### src/rtl/router_out_arbiter.sv
// router_out_arbiter: per-output-port switch allocator for the mesh router.
// Round-robin picks one requesting input, holds the grant from head to tail
// flit, and forwards the owner's flits through one registered valid/ready stage.
module router_out_arbiter #(
  parameter int NPORTS = 4,
  parameter int FLIT_W = 16,
  parameter int PTR_W  = $clog2(NPORTS)
) (
  input  logic                     clk_i,
  input  logic                     rst_ni,
  input  logic [NPORTS-1:0]        req_i,
  input  logic [NPORTS-1:0]        valid_i,
  input  logic [NPORTS-1:0]        tail_i,
  input  logic [NPORTS*FLIT_W-1:0] flit_i,
  output logic [NPORTS-1:0]        ready_o,
  output logic                     valid_o,
  output logic [FLIT_W-1:0]        flit_o,
  output logic                     tail_o,
  input  logic                     ready_i,
  output logic [NPORTS-1:0]        grant_o,
  output logic                     busy_o
);

  typedef enum logic {ST_IDLE, ST_LOCKED} state_t;

  localparam logic [PTR_W:0] NPORTS_W = (PTR_W+1)'(NPORTS);

  // Reduce an index in [0, 2*NPORTS) back into [0, NPORTS).
  function automatic logic [PTR_W-1:0] wrap_idx(input logic [PTR_W:0] v);
    return (v >= NPORTS_W) ? PTR_W'(v - NPORTS_W) : v[PTR_W-1:0];
  endfunction

  state_t             state_reg, state_next;
  logic [PTR_W-1:0]   owner_reg, owner_next;
  logic [PTR_W-1:0]   ptr_reg, ptr_next;
  logic               valid_reg;
  logic               tail_reg;
  logic [FLIT_W-1:0]  flit_reg;

  logic [NPORTS-1:0]  cand;
  logic [PTR_W-1:0]   rot_idx [NPORTS];
  logic [NPORTS-1:0]  rot_hit;
  logic [FLIT_W-1:0]  flit_arr [NPORTS];
  logic               hit;
  logic [PTR_W-1:0]   pick;
  logic [PTR_W-1:0]   pick_inc;
  logic               locked;
  logic               xfer;
  logic [FLIT_W-1:0]  own_flit;
  logic               own_tail;

  assign cand   = req_i & valid_i;
  assign locked = (state_reg == ST_LOCKED);

  // rot_hit[k] tells whether the k-th input after the pointer is a candidate;
  // each lane also unpacks its flit and derives its grant/ready bit.
  genvar gi;
  generate
    for (gi = 0; gi < NPORTS; gi++) begin : g_lane
      assign rot_idx[gi]  = wrap_idx({1'b0, ptr_reg} + (PTR_W+1)'(gi));
      assign rot_hit[gi]  = cand[rot_idx[gi]];
      assign flit_arr[gi] = flit_i[gi*FLIT_W +: FLIT_W];
      assign grant_o[gi]  = locked && (owner_reg == PTR_W'(gi));
      assign ready_o[gi]  = grant_o[gi] && (!valid_reg || ready_i);
    end
  endgenerate

  // First candidate at or after the pointer wins; scanning downward lets the
  // lowest rotation distance overwrite any farther hit.
  always_comb begin
    hit  = 1'b0;
    pick = '0;
    for (int k = NPORTS - 1; k >= 0; k--) begin
      if (rot_hit[k]) begin
        hit  = 1'b1;
        pick = rot_idx[k];
      end
    end
  end

  assign pick_inc = wrap_idx({1'b0, pick} + (PTR_W+1)'(1));
  assign own_flit = flit_arr[owner_reg];
  assign own_tail = tail_i[owner_reg];
  assign xfer     = |(ready_o & valid_i);

  // Next-state logic: arbitrate while idle, release after the tail transfers.
  always_comb begin
    state_next = state_reg;
    owner_next = owner_reg;
    ptr_next   = ptr_reg;
    case (state_reg)
      ST_IDLE: begin
        if (hit) begin
          state_next = ST_LOCKED;
          owner_next = pick;
          ptr_next   = pick_inc;
        end
      end
      ST_LOCKED: begin
        if (xfer && own_tail) begin
          state_next = ST_IDLE;
        end
      end
      default: state_next = ST_IDLE;
    endcase
  end

  // Arbiter state register.
  always_ff @(posedge clk_i) begin
    if (!rst_ni) begin
      state_reg <= ST_IDLE;
      owner_reg <= '0;
      ptr_reg   <= '0;
    end else begin
      state_reg <= state_next;
      owner_reg <= owner_next;
      ptr_reg   <= ptr_next;
    end
  end

  // Output stage: load on transfer, drain on downstream pop, otherwise hold.
  always_ff @(posedge clk_i) begin
    if (!rst_ni) begin
      valid_reg <= 1'b0;
      flit_reg  <= '0;
      tail_reg  <= 1'b0;
    end else if (xfer) begin
      valid_reg <= 1'b1;
      flit_reg  <= own_flit;
      tail_reg  <= own_tail;
    end else if (valid_reg && ready_i) begin
      valid_reg <= 1'b0;
    end
  end

  assign valid_o = valid_reg;
  assign flit_o  = flit_reg;
  assign tail_o  = tail_reg;
  assign busy_o  = locked;

endmodule

### config.mk
export PLATFORM = sky130hd
export DESIGN_NAME = router_out_arbiter
export DESIGN_NICKNAME = d
export VERILOG_FILES = /design/src/rtl/router_out_arbiter.sv
export SDC_FILE = /design/constraint.sdc
export NUM_CORES = 1
export LEC_CHECK = 0
export BUFFER_PORTS_ARGS = -buffer_cell sky130_fd_sc_hd__buf_4
export CAP_MARGIN = 0
export CORE_ASPECT_RATIO = 1.5
export CORE_UTILIZATION = 40
export DETAILED_ROUTE_END_ITERATION = 10
export GPL_TIMING_DRIVEN = 0
export HOLD_SLACK_MARGIN = 0.15
export PLACE_DENSITY = 0.78
export RECOVER_POWER = 50
export SLEW_MARGIN = 20
export SYNTH_ARGS = -nofsm -noshare
export SYNTH_HDL_FRONTEND = slang
export SYNTH_SLANG_ARGS = --single-unit
### constraint.sdc
create_clock -name clk_i -period 4 [get_ports clk_i]
set_input_delay 0.4 -clock clk_i [delete_from_list [all_inputs] [get_ports clk_i]]
set_output_delay 0.4 -clock clk_i [all_outputs]
set_load 0.02 [all_outputs]
==> results.py, run 1 <==
metrics = {
    "critical_path": {
        "cp.arrival_ns": 2.65,
        "worst_setup_path_end_kind": "flop",
        "worstPathMaxFanout": 10,
        "crit_required_ns": 4.16,
        "crit_type": "flop to flop",
        "start_kind": "flop",
    },
    "grt": {
        "overflow": 0,
        "gr-usage-met2_pct": 39.6,
        "antenna_found_initial": 0,
        "top_usage_layer": "met2",
        "met3_usage_pct": 3.59,
        "grt_usage_pct": 21.7,
        "grt_max_degree": 14,
        "grt_pass1_wl_mm": 6.44,
        "first_global_vias": 1424,
        "gr-usage-met1_pct": 25.2,
    },
    "synthesis": {
        "ys_ff_latch": 23,
        "synth_fp_nets": 205,
        "synth_seq_area_share_pct": 31.1,
        "synthDistinctLibCells": 29,
        "syn_inst": 126,
        "synth_area_um2": 1480,
        "ys_warn_count": 0,
        "synth.avg_cell_area_um2": 11.7,
    },
    "clock_network": {
        "cts-resized-gates": 0,
        "cts_tree": "done",
        "htree_levels": 1,
        "clock_latency_ns": 0.27,
        "holdBufCountCts": 0,
        "cts_root_buf": "clkbuf_8",
        "cts_made_buffers": 3,
        "clockBufferDepth": 2,
        "cts_sinks": 23,
        "clk_pin_slew_ns": 0.09,
        "cts_setup_buffers": 0,
    },
    "timing": {
        "fin_crit_sh_pct": 62.2,
        "max_slew_margin_pct": 53.4,
        "clock-skew-final_ns": 0.00724,
        "fmax_mhz": 402,
        "finalSetupViolCount": 0,
        "rsz0062_at_grt": "no",
        "fin_crit_ns": 2.49,
        "max_slew.worst_pin.slew_ns": 0.700,
        "hold_violations": 0,
        "tns_ns": 0,
        "final_max_slew_viol_count": 0,
    },
    "final_layout": {
        "antenna_cells": 0,
        "nNetsFinal": 315,
        "syn2layout_area_growth_pct": 54.5,
        "drive_above_1_share_pct": 47.7,
        "stdcell_count": 277,
        "seq_area_um2": 460,
        "fillers": 321,
        "final_cell_mix": "86 x buf_4, 27 x clkbuf_1, 23 x dfxtp_1",
        "layout_commonest_cell": "buf_4",
        "largest_register_ff_count": 16,
        "multiInputGateArea_um2": 945,
    },
    "floorplanning": {
        "dieArea_um2": 3950,
        "io_pins": 106,
        "rows": 26,
        "start_util_pct": 42.5,
        "dieWidth_um": 51.7,
        "core_area_um2": 3480,
        "die_h_um": 76.5,
    },
    "power_and_ir_drop": {
        "p_leak_nw": 1.04,
        "pwr_density_cell_nw_per_um2": 286,
        "vdd_drop_max_uv": 215,
    },
    "detailed_routing": {
        "routedWlPerCell_um": 14.7,
        "first_pass_iters": 4,
        "dr.first_iter.drc_count": 45,
        "drc": 0,
        "vias": 1422,
        "postRouteAntennaNets": 0,
        "vias_per_cell": 5.13,
        "wl_mm": 4.07,
    },
    "job": {
        "cap_violations": 0,
    },
    "min_path": {
        "hold_path.class": "primary input to flop",
    },
    "outcome": {
        "status": "completed",
    },
    "place": {
        "dpl.hpwl_mm": 3.32,
        "port_buffers": 105,
        "gp_congestion": 0.724,
        "dp.cells": 273,
    },
}
[path summary, 6_finish.rpt]
check / to / slack [ns] / startpoint / cells past startpoint
setup / recovery: tail_o / 1.51 / owner_reg[0] / 7
hold / removal: flit_o[2] / 0.39 / rst_ni / 2
setup reg to reg: tail_o / 1.51 / owner_reg[0] / 7
hold reg to reg: flit_o[6] / 0.52 / flit_o[6] / 2
[through the flow]
step / cell area, µm² / setup slack, ns / util, % / hold slack [ns] / power [mW]
5_1_grt: 2290 / 1.31 / 65.7 / 0.404 / 0.691
6_report: 2290 / 1.51 / 65.7 / 0.393 / 0.654
3_5_place_dp: 2320 / 2.15 / 66.7 / 0.511 / 0.528
3_3_place_gp: 2320 / 2.17 / 66.7 / 0.500 / 0.525
2_1_floorplan: 1480 / 2.23 / - / 0.528 / 0.417
4_1_cts: 2370 / 1.96 / 68.0 / 0.389 / 0.678
[cell type report]
cell class,instances,share of cell area (%)
Buffer,11,2.90
Clock buffer,3,1.81
Clock inverter,1,0.219
Multi-Input combinational cell,92,41.3
Sequential cell,23,20.1
Tap cell,42,2.30
Timing Repair Buffer,105,31.3
[cell usage after synthesis]
| cell | instances | area share (%) |
|---|---|---|
| a41oi_1 | 1 | 0.59 |
| a21boi_0 | 1 | 0.51 |
| nor3_1 | 1 | 0.34 |
| a32o_1 | 1 | 0.68 |
| nand4b_1 | 1 | 0.59 |
| buf_6 | 2 | 1.5 |
| and3_1 | 1 | 0.42 |
| clkbuf_1 | 6 | 1.5 |
| nor2b_1 | 20 | 8.5 |
| mux2i_1 | 19 | 13 |
| nand3_2 | 1 | 0.68 |
| nand2b_1 | 1 | 0.42 |
| buf_2 | 2 | 0.68 |
| o31ai_1 | 1 | 0.51 |
| nor2_1 | 1 | 0.25 |
| a211oi_1 | 1 | 0.51 |
| dfxtp_1 | 23 | 31 |
| and2_1 | 1 | 0.42 |
| nand4_1 | 1 | 0.42 |
| mux4_2 | 18 | 27 |
| a21oi_1 | 4 | 1.4 |
| buf_12 | 1 | 1.4 |
| o21a_1 | 1 | 0.51 |
| nand2_1 | 6 | 1.5 |
| o22a_1 | 1 | 0.59 |
| nor3b_1 | 4 | 2.0 |
| o21ai_0 | 3 | 1.0 |
| xnor2_1 | 1 | 0.59 |
| and3b_1 | 2 | 1.2 |
[power breakdown]
group | total (mW) | switching, mW | internal, mW
registers | 0.260 | 0.0119 | 0.248
clock network | 0.148 | 0.0787 | 0.0696
logic | 0.246 | 0.107 | 0.139
total | 0.654 | 0.198 | 0.457
[cells by family after synthesis]
family	count (synthesis)	share of synthesized area, %
AO/OA/AOI/OAI	14	6.26
flip-flops	23	31.1
XOR/XNOR	1	0.592
multiplexers	37	40.2
AND/OR/NAND/NOR	40	16.7
buffers and inverters	11	5.07
[worst max-delay path: stages (launching register included)]
cell and delay [ns]:
dfxtp_1 0.31, clkbuf_1 0.51, mux4_2 0.45, nand3_2 0.10, clkbuf_1 0.54, buf_12 0.23, mux2i_1 0.19, nor2b_1 0.06
[routing by layer]
layer | share of wire [%] | wire length [µm]
met2 | 57 | 2310
met5 | 0 | 0
met1 | 38 | 1530
met4 | 0.71 | 29
met3 | 5.0 | 202
Note: power is estimated with default switching activity, not from simulation.
==> inputs of run 2 (changes only) <==
--- a/config.mk
+++ b/config.mk
@@ -5,14 +5,15 @@
 export SDC_FILE = /design/constraint.sdc
 export NUM_CORES = 1
 export LEC_CHECK = 0
+export ABC_AREA = 1
 export BUFFER_PORTS_ARGS = -buffer_cell sky130_fd_sc_hd__buf_4
 export CAP_MARGIN = 0
 export CORE_ASPECT_RATIO = 1.5
-export CORE_UTILIZATION = 40
+export CORE_UTILIZATION = 38
 export DETAILED_ROUTE_END_ITERATION = 10
 export GPL_TIMING_DRIVEN = 0
 export HOLD_SLACK_MARGIN = 0.15
-export PLACE_DENSITY = 0.78
+export PLACE_DENSITY = 0.75
 export RECOVER_POWER = 50
 export SLEW_MARGIN = 20
 export SYNTH_ARGS = -nofsm -noshare
==> constraint.sdc (replaced) <==
create_clock -name clk_i -period 2 [get_ports clk_i]
set_input_delay 0.2 -clock clk_i [delete_from_list [all_inputs] [get_ports clk_i]]
set_output_delay 0.2 -clock clk_i [all_outputs]
set_load 0.02 [all_outputs]
==> run 2 against run 1 <==
Against the previous run: synthesized area is 11% higher; clock skew is 0.0024 ns lower; sequential power increased to 2.8 times the previous value; non-clock buffer count up 4; sequential share of layout area fell by 1.4 points; hold slack got worse by 0.12 ns; clock power grew 100%; wire length is 49% higher; combinational power grew to 8.8 times the previous value; sequential cell count unchanged; worst setup slack lost 1.4 ns.
==> results.py, run 2 <==
metrics = {
    "min_path": {
        "worstHoldEndpoint": "flit_o[2]",
        "hold_path.class": "primary input to flop",
        "hold_depth": 5,
        "min_from": "flit_i[2]",
    },
    "synthesis": {
        "synth_seq_area_share_pct": 27.9,
        "synth_area_leaders": "dfxtp_1 28%, nand3_1 19%, nand2_1 13%",
        "synth_common_cells": "64 x nand3_1, 58 x nand2_1, 31 x nor2_1, 23 x dfxtp_1",
        "synth_area_leader_cell": "dfxtp_1",
        "ys_ff_latch": 23,
        "synthArstFlopShare_pct": 0,
        "ys_warn_count": 0,
        "synthDistinctLibCells": 21,
        "ys.flop_type": "dfxtp_1",
        "syn_inst": 270,
        "synth.avg_cell_area_um2": 6.11,
        "synth_area_um2": 1650,
        "synth_fp_nets": 349,
        "synth_top_area_share_pct": 27.9,
        "synth_edf_count": 0,
        "yosys.cell_count.top_type": "nand3_1",
    },
    "timing": {
        "fmax_mhz": 544,
        "fin_ws_ns": 0.160,
        "fin_crit_sh_pct": 92.0,
        "rsz0062_at_grt": "no",
        "finalSetupViolCount": 0,
        "fin_crit_ns": 1.84,
        "tns_ns": 0,
        "max_slew.worst_pin.slew_ns": 0.526,
        "final_max_slew_viol_count": 0,
        "clock-skew-final_ns": 0.00484,
        "max_slew_margin_pct": 64.9,
        "hold_violations": 0,
    },
    "clock_network": {
        "cts_root_buf": "clkbuf_8",
        "clockBufferDepth": 2,
        "htree_levels": 1,
        "cts_tree": "done",
        "clock_latency_ns": 0.27,
        "cts_made_buffers": 3,
        "clk_pin_slew_ns": 0.09,
        "cts_sinks": 23,
    },
    "floorplanning": {
        "io_pins": 106,
        "rows": 29,
        "start_util_pct": 39.2,
        "dieArea_um2": 4610,
        "core_area_um2": 4210,
        "dieWidth_um": 55.8,
        "die_h_um": 82.7,
    },
    "final_layout": {
        "syn2layout_area_growth_pct": 48.7,
        "nNetsFinal": 458,
        "antenna_cells": 0,
        "drive_above_1_share_pct": 28.8,
        "largest_register_ff_count": 16,
        "layout_commonest_cell": "buf_4",
        "final_cell_mix": "83 x buf_4, 64 x nand3_1, 58 x nand2_1",
        "fillers": 476,
        "stdcell_area_um2": 2450,
    },
    "power_and_ir_drop": {
        "vdd_drop_max_uv": 717,
        "power_mw": 3.19,
        "pwr_density_cell_nw_per_um2": 1300,
        "p_leak_nw": 1.20,
    },
    "critical_path": {
        "start_kind": "flop",
        "crit_type": "flop to output pin",
        "cp.arrival_ns": 1.64,
        "r2r_slack_ns": 0.23,
        "r2r_start": "owner_reg[0]",
        "worst_setup_path_end_kind": "output pin",
        "crit_required_ns": 1.80,
        "reg2reg_depth": 9,
        "worstPathMaxFanout": 10,
        "r2r-end": "flit_o[11]",
    },
    "place": {
        "dpl_cell_area_um2": 2490,
        "dp_slack_ns": 0.289,
        "port_buffers": 104,
        "dpl.hpwl_mm": 4.85,
        "gp_congestion": 0.918,
    },
    "detailed_routing": {
        "dr.first_iter.drc_count": 81,
        "wl_mm": 6.06,
        "drc": 0,
        "postRouteAntennaNets": 0,
        "vias_per_cell": 5.38,
        "first_pass_iters": 4,
        "routedWlPerCell_um": 14.3,
        "vias": 2282,
    },
    "outcome": {
        "status": "completed",
    },
    "grt": {
        "overflow": 0,
        "antenna_found_initial": 0,
        "grt_max_degree": 14,
        "first_global_vias": 2189,
        "grt_pass1_wl_mm": 9.71,
        "grt_usage_pct": 26.9,
    },
    "job": {
        "cap_violations": 0,
    },
}
run 2: changes by cell type in the layout (fill, tap and decap cells not counted), sizes merged, moves of 3 or more:
cell    delta
nor2b     -20
mux4      -18
nand4     +17
nor3b      -4
o21ai     +15
clkbuf     +3
inv       +17
nand2     +54
nor3       +3
nor2      +41
nand3     +63
mux2i     -19
run 2: timing repair:
item                       4_1_cts  5_1_grt
hold buffers                     0        0
setup endpoints to repair        1        1
setup buffers                    0        0
cloned                           0        0
resized for setup                1        1
run 2: logic make-up (layout without fill, tap and decap cells):
group | after synthesis | in the layout | share of synthesized area, %
compound gates | 25 | 25 | 7.97
buf+inv | 33 | 141 | 9.64
flops | 23 | 23 | 27.9
simple gates | 189 | 189 | 54.5
run 2: worst max-delay path by stage:
stage                     cells past startpoint          from          to
after CTS                                     6  owner_reg[1]  ready_o[0]
after floorplan                               8        busy_o   flit_o[0]
after global placement                        6  owner_reg[1]  ready_o[0]
after global routing                          9  owner_reg[0]   flit_o[9]
final                                         6  owner_reg[1]  ready_o[0]
after detailed placement                      9  owner_reg[1]  flit_o[11]
run 2: routing by layer:
layer  vias up  wire (µm)  global-route usage [%]
met5         -          0                       0
met4         0        181                    13.8
met3        20        433                    6.07
met2       100       3160                    51.7
met1      1032       2280                    27.1
li1       1130          -                       -
run 2: through the flow:
stage	util (%)	hold slack, ns	std cells
2_1_floorplan	-	0.438	270
3_3_place_gp	59.1	0.463	420
3_5_place_dp	59.1	0.468	420
4_1_cts	60.3	0.272	424
5_1_grt	58.3	0.312	424
6_report	58.3	0.269	424
run 2: cell type report:
cell class / count / area (µm²) / share of cell area (%)
buffer: 16 / 95.1 / 3.88
clock buffer: 3 / 41.3 / 1.68
clock inverter: 1 / 5.00 / 0.204
inverter: 17 / 66.3 / 2.70
multi-input combinational: 214 / 1020 / 41.8
sequential: 23 / 460 / 18.8
tap: 46 / 57.6 / 2.35
timing repair buffer: 104 / 702 / 28.6
run 2: worst max-delay path, stage by stage (launching register included):
cell and delay (ns):
dfxtp_1 0.32, buf_6 0.14, nor2_4 0.22, clkbuf_4 0.28
inv_1 0.08, nor3_1 0.17, buf_4 0.17
run 2: where the power goes:
group          switching (mW)  total [mW]  internal (mW)
Sequential             0.0949       0.722          0.627
Clock                   0.161       0.301          0.140
Combinational            1.45        2.16          0.709
Total                    1.71        3.19           1.48
==> inputs of run 3 (changes only) <==
--- a/config.mk
+++ b/config.mk
@@ -8,8 +8,8 @@
 export ABC_AREA = 1
 export BUFFER_PORTS_ARGS = -buffer_cell sky130_fd_sc_hd__buf_4
 export CAP_MARGIN = 0
-export CORE_ASPECT_RATIO = 1.5
-export CORE_UTILIZATION = 38
+export CORE_ASPECT_RATIO = 0.9
+export CORE_UTILIZATION = 40
 export DETAILED_ROUTE_END_ITERATION = 10
 export GPL_TIMING_DRIVEN = 0
 export HOLD_SLACK_MARGIN = 0.15
==> constraint.sdc (replaced) <==
create_clock -name clk_i -period 1.7 [get_ports clk_i]
set_input_delay 0.17 -clock clk_i [delete_from_list [all_inputs] [get_ports clk_i]]
set_output_delay 0.17 -clock clk_i [all_outputs]
set_load 0.02 [all_outputs]
==> run 3 against run 2 <==
Against the previous run: die area down 5.0%; clock power up 12%; critical path depth unchanged; register-to-register slack worse by 0.11 ns; wire length down 2.3%; via count down 1.8%; first-iteration DRC count up 81%; utilization up 8.1 points; clock skew down 0.0018 ns; sequential power up 20%; critical endpoint unchanged.
==> results.py, run 3 (synthesis results as in run 2) <==
metrics = {
    "floorplanning": {
        "core_area_um2": 3840,
        "die_h_um": 62.9,
        "dieWidth_um": 69.7,
        "rows": 21,
        "start_util_pct": 43.0,
        "io_pins": 106,
        "dieArea_um2": 4380,
    },
    "detailed_routing": {
        "drc": 0,
        "first_pass_iters": 4,
        "wl_mm": 5.92,
        "routedWlPerCell_um": 13.8,
        "vias_per_cell": 5.24,
        "dr.first_iter.drc_count": 147,
        "vias": 2241,
        "postRouteAntennaNets": 0,
    },
    "critical_path": {
        "worst_setup_path_end_kind": "output pin",
        "reg2reg_depth": 10,
        "r2r-end": "flit_o[13]",
        "cp.arrival_ns": 1.47,
        "r2r_start": "owner_reg[1]",
        "worstPathMaxFanout": 10,
        "crit_required_ns": 1.53,
        "start_kind": "flop",
        "r2r_slack_ns": 0.12,
        "crit_type": "flop to output pin",
    },
    "clock_network": {
        "clk_pin_slew_ns": 0.08,
        "clockBufferDepth": 2,
        "cts_made_buffers": 3,
        "htree_levels": 1,
        "cts_tree": "done",
        "clock_latency_ns": 0.26,
        "cts_sinks": 23,
        "cts_root_buf": "clkbuf_8",
    },
    "grt": {
        "first_global_vias": 2155,
        "grt_usage_pct": 26.6,
        "antenna_found_initial": 0,
        "grt_pass1_wl_mm": 9.64,
        "grt_max_degree": 13,
        "overflow": 0,
    },
    "power_and_ir_drop": {
        "p_clk_share_pct": 8.6,
        "power_mw": 3.93,
        "p_leak_nw": 1.25,
        "swShare_pct": 52.5,
        "pwr_density_cell_nw_per_um2": 1540,
        "p_int_mw": 1.87,
        "pwr-share-comb_pct": 69.3,
        "vdd_drop_max_uv": 761,
        "power_frac_seq_pct": 22.1,
        "p_sw_mw": 2.06,
    },
    "outcome": {
        "status": "completed",
    },
    "final_layout": {
        "final_cell_mix": "91 x buf_4, 64 x nand3_1, 58 x nand2_1",
        "seq_area_um2": 462,
        "multiInputGateArea_um2": 1050,
        "stdcell_area_um2": 2550,
        "layout_commonest_cell": "buf_4",
        "fillers": 384,
        "drive_above_1_share_pct": 32.5,
        "syn2layout_area_growth_pct": 54.4,
        "antenna_cells": 0,
        "nNetsFinal": 462,
        "utilization_pct": 66.4,
        "largest_register_ff_count": 16,
    },
    "place": {
        "dpl.hpwl_mm": 4.48,
        "gp_congestion": 0.855,
        "port_buffers": 104,
        "dp_slack_ns": -0.0654,
        "dpl_cell_area_um2": 2500,
    },
    "timing": {
        "final_max_slew_viol_count": 0,
        "fin_crit_sh_pct": 96.5,
        "hold_violations": 0,
        "fmax_mhz": 609,
        "rsz0062_at_grt": "yes",
        "fin_crit_ns": 1.64,
        "clock-skew-final_ns": 0.00306,
        "max_slew.worst_pin.slew_ns": 0.593,
        "fin_ws_ns": 0.0589,
        "max_slew_margin_pct": 60.5,
        "finalSetupViolCount": 0,
    },
    "min_path": {
        "worstHoldEndpoint": "flit_o[6]",
        "min_from": "flit_i[6]",
        "hold_path.class": "primary input to flop",
        "hold_depth": 5,
    },
    "job": {
        "cap_violations": 0,
    },
}
==> run 3: cell types whose count changed in the layout (fill, tap and decap cells not counted), sizes merged <==
cell,change
clkinv,-1
buf,+9
clkbuf,-4
==> run 3: worst max-delay path, stage by stage, from the launching register on <==
cell and delay, ns:
dfxtp_1 0.31, buf_6 0.14, nor2_4 0.12, buf_4 0.19, inv_1 0.08, nor3_1 0.18
buf_4 0.17
==> run 3: cell type report <==
class	count	area share, %
clock buffers	4	1.77
plain buffers	16	3.88
repair buffers	108	29.8
well taps	46	2.26
flip-flops and latches	23	18.1
inverters	17	2.90
multi-input cells	214	41.2
==> run 3: per-stage QoR <==
stage                     cells  setup TNS [ns]  hold WS, ns
after floorplan             270               0        0.408
after global placement      420          -0.371        0.455
after detailed placement    420          -0.388        0.463
after CTS                   425               0        0.237
after global routing        428         -0.0402        0.253
final                       428               0        0.233
==> run 3: timing repair <==
action / in CTS / in global routing
endpoints found under the setup margin: 11 / 19
hold buffers: 0 / 0
setup buffers: 1 / 3
resized for setup: 2 / 10
pin swaps: 1 / 0
==> run 3: worst max-delay path by stage <==
stage	start	slack, ns	end	depth (start not counted)
finish	owner_reg[1]	0.06	ready_o[0]	6
global route	owner_reg[1]	-0.02	flit_o[13]	10
CTS	owner_reg[1]	0.07	flit_o[11]	11
detailed placement	owner_reg[1]	-0.07	ready_o[0]	6
global placement	owner_reg[1]	-0.06	ready_o[0]	6
floorplan	busy_o	0.04	flit_o[0]	8
==> run 3: power groups by stage <==
| stage | sequential [mW] | combinational [mW] | clock, mW |
|---|---|---|---|
| 5_1_grt | 0.893 | 2.98 | 0.362 |
| 3_5_place_dp | 0.861 | 2.66 | 0 |
| 3_3_place_gp | 0.862 | 2.63 | 0 |
| 6_report | 0.870 | 2.72 | 0.337 |
| 4_1_cts | 0.858 | 2.71 | 0.340 |
| 2_1_floorplan | 1.04 | 1.57 | 0 |
==> run 3: layer usage <==
layer,GRT usage (%),vias to the layer above,share of wire [%]
li1,-,1139,-
met5,0,-,0
met4,4.00,0,1.3
met2,44.8,82,46
met1,35.8,1012,47
met3,5.65,8,5.6
